--- src/rtl/result_bcd_converter.sv ---
// Serial 8-bit binary to 3-digit BCD converter (double dabble, one bit per cycle)
// with optional two's-complement input and leading-zero blanking.
module result_bcd_converter #(
    parameter bit LEAD_BLANK = 1'b0
) (
    input  logic       Clock,
    input  logic       reset,
    input  logic       in_valid,
    output logic       in_ready,
    input  logic [7:0] value,
    input  logic       signed_mode,
    output logic [3:0] bcd_hundreds,
    output logic [3:0] bcd_tens,
    output logic [3:0] bcd_ones,
    output logic       neg,
    output logic       done
);

    typedef enum logic [1:0] {
        IDLE  = 2'd0,
        SHIFT = 2'd1,
        DONE  = 2'd2
    } state_t;

    state_t      state_q, state_d;
    logic [11:0] scratch_q, scratch_d;
    logic [7:0]  mag_q, mag_d;
    logic [2:0]  count_q, count_d;
    logic        sign_q, sign_d;
    logic [11:0] digits_q, digits_d;
    logic        neg_q, neg_d;
    logic [11:0] adj;

    function automatic logic [3:0] dabble(input logic [3:0] d);
        return (d >= 4'd5) ? d + 4'd3 : d;
    endfunction

    // Leading zeros become 4'hF; the ones digit always shows.
    function automatic logic [11:0] blank(input logic [11:0] d);
        logic [11:0] r;
        r = d;
        if (LEAD_BLANK && d[11:8] == 4'd0) begin
            r[11:8] = 4'hF;
            if (d[7:4] == 4'd0)
                r[7:4] = 4'hF;
        end
        return r;
    endfunction

    always_comb begin
        state_d   = state_q;
        scratch_d = scratch_q;
        mag_d     = mag_q;
        count_d   = count_q;
        sign_d    = sign_q;
        digits_d  = digits_q;
        neg_d     = neg_q;
        adj       = {dabble(scratch_q[11:8]), dabble(scratch_q[7:4]), dabble(scratch_q[3:0])};

        case (state_q)
            IDLE: begin
                if (in_valid) begin
                    if (signed_mode && value[7]) begin
                        mag_d  = ~value + 8'd1;
                        sign_d = 1'b1;
                    end else begin
                        mag_d  = value;
                        sign_d = 1'b0;
                    end
                    scratch_d = 12'd0;
                    count_d   = 3'd0;
                    state_d   = SHIFT;
                end
            end
            SHIFT: begin
                {scratch_d, mag_d} = {adj, mag_q} << 1;
                count_d = count_q + 3'd1;
                if (count_q == 3'd7) begin
                    digits_d = blank(scratch_d);
                    // A zero magnitude never reports negative.
                    neg_d    = sign_q & (|scratch_d);
                    state_d  = DONE;
                end
            end
            DONE: begin
                state_d = IDLE;
            end
            default: begin
                state_d = IDLE;
            end
        endcase
    end

    always_ff @(posedge Clock) begin
        if (!reset) begin
            state_q   <= IDLE;
            scratch_q <= 12'd0;
            mag_q     <= 8'd0;
            count_q   <= 3'd0;
            sign_q    <= 1'b0;
            digits_q  <= 12'd0;
            neg_q     <= 1'b0;
        end else begin
            state_q   <= state_d;
            scratch_q <= scratch_d;
            mag_q     <= mag_d;
            count_q   <= count_d;
            sign_q    <= sign_d;
            digits_q  <= digits_d;
            neg_q     <= neg_d;
        end
    end

    assign in_ready     = (state_q == IDLE);
    assign done         = (state_q == DONE);
    assign bcd_hundreds = digits_q[11:8];
    assign bcd_tens     = digits_q[7:4];
    assign bcd_ones     = digits_q[3:0];
    assign neg          = neg_q;

endmodule

--- config.mk ---
export PLATFORM = sky130hd
export DESIGN_NAME = result_bcd_converter
export DESIGN_NICKNAME = d
export VERILOG_FILES = /design/src/rtl/result_bcd_converter.sv
export SDC_FILE = /design/constraint.sdc
export NUM_CORES = 1
export LEC_CHECK = 0
export ABC_AREA = 0
export CAP_MARGIN = 5
export CORE_ASPECT_RATIO = 1.1
export CORE_MARGIN = 5
export CORE_UTILIZATION = 25
export CTS_BUF_LIST = sky130_fd_sc_hd__clkbuf_8
export DETAILED_ROUTE_END_ITERATION = 10
export GPL_ROUTABILITY_DRIVEN = 1
export HOLD_SLACK_MARGIN = 0.12
export PLACE_DENSITY_LB_ADDON = 0.1
export RECOVER_POWER = 100
export SLEW_MARGIN = 0
export SYNTH_ARGS = -nofsm -noshare
export SYNTH_HDL_FRONTEND = slang
export SYNTH_SLANG_ARGS = --single-unit
export TNS_END_PERCENT = 10
--- constraint.sdc ---
create_clock -name Clock -period 2.3 [get_ports Clock]
set_input_delay 0.46 -clock Clock [delete_from_list [all_inputs] [get_ports Clock]]
set_output_delay 0.46 -clock Clock [all_outputs]
set_load 0.1 [all_outputs]
==> metrics.md <==
| Metric | Value |
|---|---|
| Post-route worst setup slack | `0.281 ns` |
| Worst Path Buf+Inv | `1` |
| WS Path Type | `flip-flop to flip-flop` |
| Post-detail-place hpwl | `3820 um` |
| Commonest non-fill, non-tap cells in the layout | `39 x dfxtp_1, 33 x a21oi_1, 31 x nand2_1` |
| Reg-to-reg slack, setup | `0.28 ns` |
| Die Ht | `104 um` |
| Critical path endpoint category | `flip-flop` |
| CTS Hold Buffers Added | `0` |
| Layout cells sized above 1 | `7.58%` |
| Worst path max stage delay | `0.43 ns` |
| Site Rows | `34` |
| Post-Place Worst Slack | `0.314 ns` |
| Fmax | `495 MHz` |
| Max-slew violations | `0` |
| Clk buf depth | `2` |
| Post-route ant nets | `0` |
| Vias per cell | `4.63` |
| Buffer count from post-CTS setup fixing | `0` |
| P_sw | `0.000350 W` |
| CP max stage cell | `dfxtp_1` |
| Net switching fraction of the power | `26.9%` |
| Setup violations, final | `0` |
| Final Util | `29.8%` |
| Hold Violations, Final | `0` |
| TNS Setup | `0 ns` |
| Logic pwr share | `11.7%` |
| H-Tree Depth | `2` |
| Initial antenna violation count | `0` |
| Slew HR | `22.5%` |
| GRT met3 Usage | `2.89%` |
| P&R area growth vs syn | `16.8%` |
| Worst r2r dst | `neg` |
| Commonest non-fill, non-tap cell in the layout | `dfxtp_1` |
| Post-CTS sizing | `0` |
| CP Depth | `7` |
| Largest net degree at the start of global routing | `22` |
| Synthesized area per cell | `8.14 sq um` |
| GRT busiest layer | `met2` |
| Hold wc startpoint | `digits_q[5]` |
| Hold Path End | `digits_q[5]` |
| Cell internal pwr | `0.000951 W` |
| Drt total wl | `5170 um` |
| VDD IR max | `0.000213 V` |
| CTS sink cnt | `39` |
| Worst Tran Pin Value | `1.17 ns` |
| Skew-Pair Late Insertion Delay | `0.29 ns` |
| Worst R2R Start | `scratch_q[4]` |
| Clock transition at path regs | `0.08 ns` |
| Crit-path max FO | `6` |
| Pwr/cell area | `552 nW/um^2` |
| FF+latch count, synth | `39` |
| Mapped Cells | `248` |
| Share of total power in the clock network | `34.4%` |
| Critical Path Source Type | `flip-flop` |
| Synth cell types | `42` |
| Status | `completed` |
| Clk root buf | `clkbuf_8` |
| Post-synth net total | `269` |
| Hold Crit Depth | `2` |
| Routed WL per cell | `13.4 um` |
| Die Width | `95.7 um` |
| Number of port buffers | `26` |
| Aggregate global-route resource usage | `11.2%` |
| Ports | `27` |
| Tmin final | `2.02 ns` |
| Fillers | `894` |
| Drt initial violations | `68` |
| Ys Warns | `0` |
| Length in cells of the worst reg-to-reg path | `7` |
| Placer congestion estimate | `0.760` |
| Max Cap Violations | `0` |
| Setup Skew | `0.0106 ns` |
| Via count | `1782` |
| RSZ-0062 raised after global routing | `false` |
| Drt drc | `0` |
| Vias in the first global route | `1770` |
| TritonCTS Buffers | `5` |
| Grt total ovfl | `0` |
| Delay-heaviest family, CP | `compound AO/OA/AOI/OAI gates` |
| Min-delay worst type | `flip-flop to flip-flop` |
| Final worst path period share | `87.8%` |
| Reg power frac | `53.9%` |
| Met2 usage | `18.9%` |
| GR Util met1 | `13.5%` |
| Leakage power | `0.843 nW` |
| Core area | `7910 sq um` |
| DIE AREA | `9970 sq um` |
| Critical Path AT | `2.20 ns` |
| First-pass GRT wire length | `8720 um` |
| Antenna diodes | `0` |
| Overall power | `0.00130 W` |
| First-pass iteration count of the detailed router | `5` |
| Critical Path, Cell by Cell | `inv_1 > ha_1 > a221o_1 > a211oi_2 > nand4b_1 > nor4_1 > o21ai_1` |
| Sequential share of the synthesized area | `38.7%` |
| Area of the mapped netlist | `2020 sq um` |
| Critical Path RT | `2.48 ns` |
| Initial core utilization | `25.5%` |
| Final nets | `297` |
| TritonCTS clock tree | `yes` |
## worst register-to-register path: cells and delay by family (launching register included)
| family | cells | cell delay (ns) |
|---|---|---|
| AO/OA/AOI/OAI | 3 | 0.68 |
| flip-flops | 1 | 0.43 |
| AND/OR/NAND/NOR | 2 | 0.42 |
| adder cells (fa/ha/maj) | 1 | 0.28 |
| buffers and inverters | 1 | 0.10 |
## cell usage after synthesis, drive strengths merged
library cell  instances  area, sq um
dfxtp                39          781
a21oi                33          165
nand2                32          123
nor2                 27          104
nand3                13         65.1
buf                   9         68.8
ha                    9          113
inv                   9         33.8
a22oi                 8         60.1
nor3                  7         35.0
o21ai                 7         35.0
a211oi                6         50.1
and2                  5         31.3
mux2i                 5         50.1
nand2b                5         31.3
nor3b                 5         42.5
xor2                  5         43.8
a31oi                 3         18.8
clkbuf                3         11.3
xnor2                 3         26.3
a21o                  2         16.3
nand3b                2         15.0
nor2b                 2         20.0
nor4                  2         18.8
a21boi                1         7.51
a221o                 1         10.0
a221oi                1         8.76
and4                  1         8.76
nand4b                1         8.76
o21a                  1         7.51
or3b                  1         8.76
## flip-flops by register name, summed over array words and instances, names as in the netlist
signal / cells
count_q: 3
digits_q: 12
mag_q: 8
neg: 1
scratch_q: 12
sign_q: 1
state_q: 2
## power by group through the flow
stage	sequential (W)	clock [W]	combinational (W)
after floorplan	0.000714	0	0.000102
final	0.000702	0.000448	0.000152
after global placement	0.000718	0	0.000164
after CTS	0.000702	0.000475	0.000164
after detailed placement	0.000718	0	0.000164
after global routing	0.000705	0.000500	0.000170
## per-stage QoR
step | instances | instance area (sq um) | hold WS [ns]
floorplan | 248 | 2020 | 0.429
global placement | 377 | 2370 | 0.448
detailed placement | 377 | 2370 | 0.448
CTS | 385 | 2450 | 0.460
global route | 385 | 2360 | 0.474
finish | 385 | 2360 | 0.455
## area by class of cell
class                      count  area, sq um  share of cell area, %
multi-input combinational    188         1110                   47.2
sequential                    39          781                   33.1
timing repair buffer          33          214                   9.08
tap                          108          135                   5.73
clock buffer                   5         68.8                   2.92
inverter                       9         33.8                   1.43
clock inverter                 3         12.5                  0.531
## layer usage
metal | share of wire [%] | wire (um)
met1 | 45 | 2350
met2 | 50 | 2570
met3 | 3.6 | 188
met4 | 1.3 | 65
met5 | 0 | 0
## how the worst max path moves through the flow
stage | slack (ns) | from | endpoint
CTS | 0.33 | scratch_q[4] | neg
global route | 0.13 | state_q[0] | mag_q[1]
global placement | 0.33 | value[2] | mag_q[6]
finish | 0.28 | scratch_q[4] | neg
detailed placement | 0.31 | in_valid | mag_q[1]
floorplan | 0.003 | state_q[1] | done
## cell families (layout without fill, tap and decap cells)
kind of cell / after synthesis / in the layout / synth area share (%)
simple gates: 103 / 103 / 25.4
compound gates: 63 / 63 / 18.8
flops: 39 / 39 / 38.7
buf+inv: 21 / 50 / 5.64
fa+ha+maj: 9 / 9 / 5.58
xor+xnor: 8 / 8 / 3.47
mux: 5 / 5 / 2.48
Note: power is estimated with default switching activity, not from simulation.
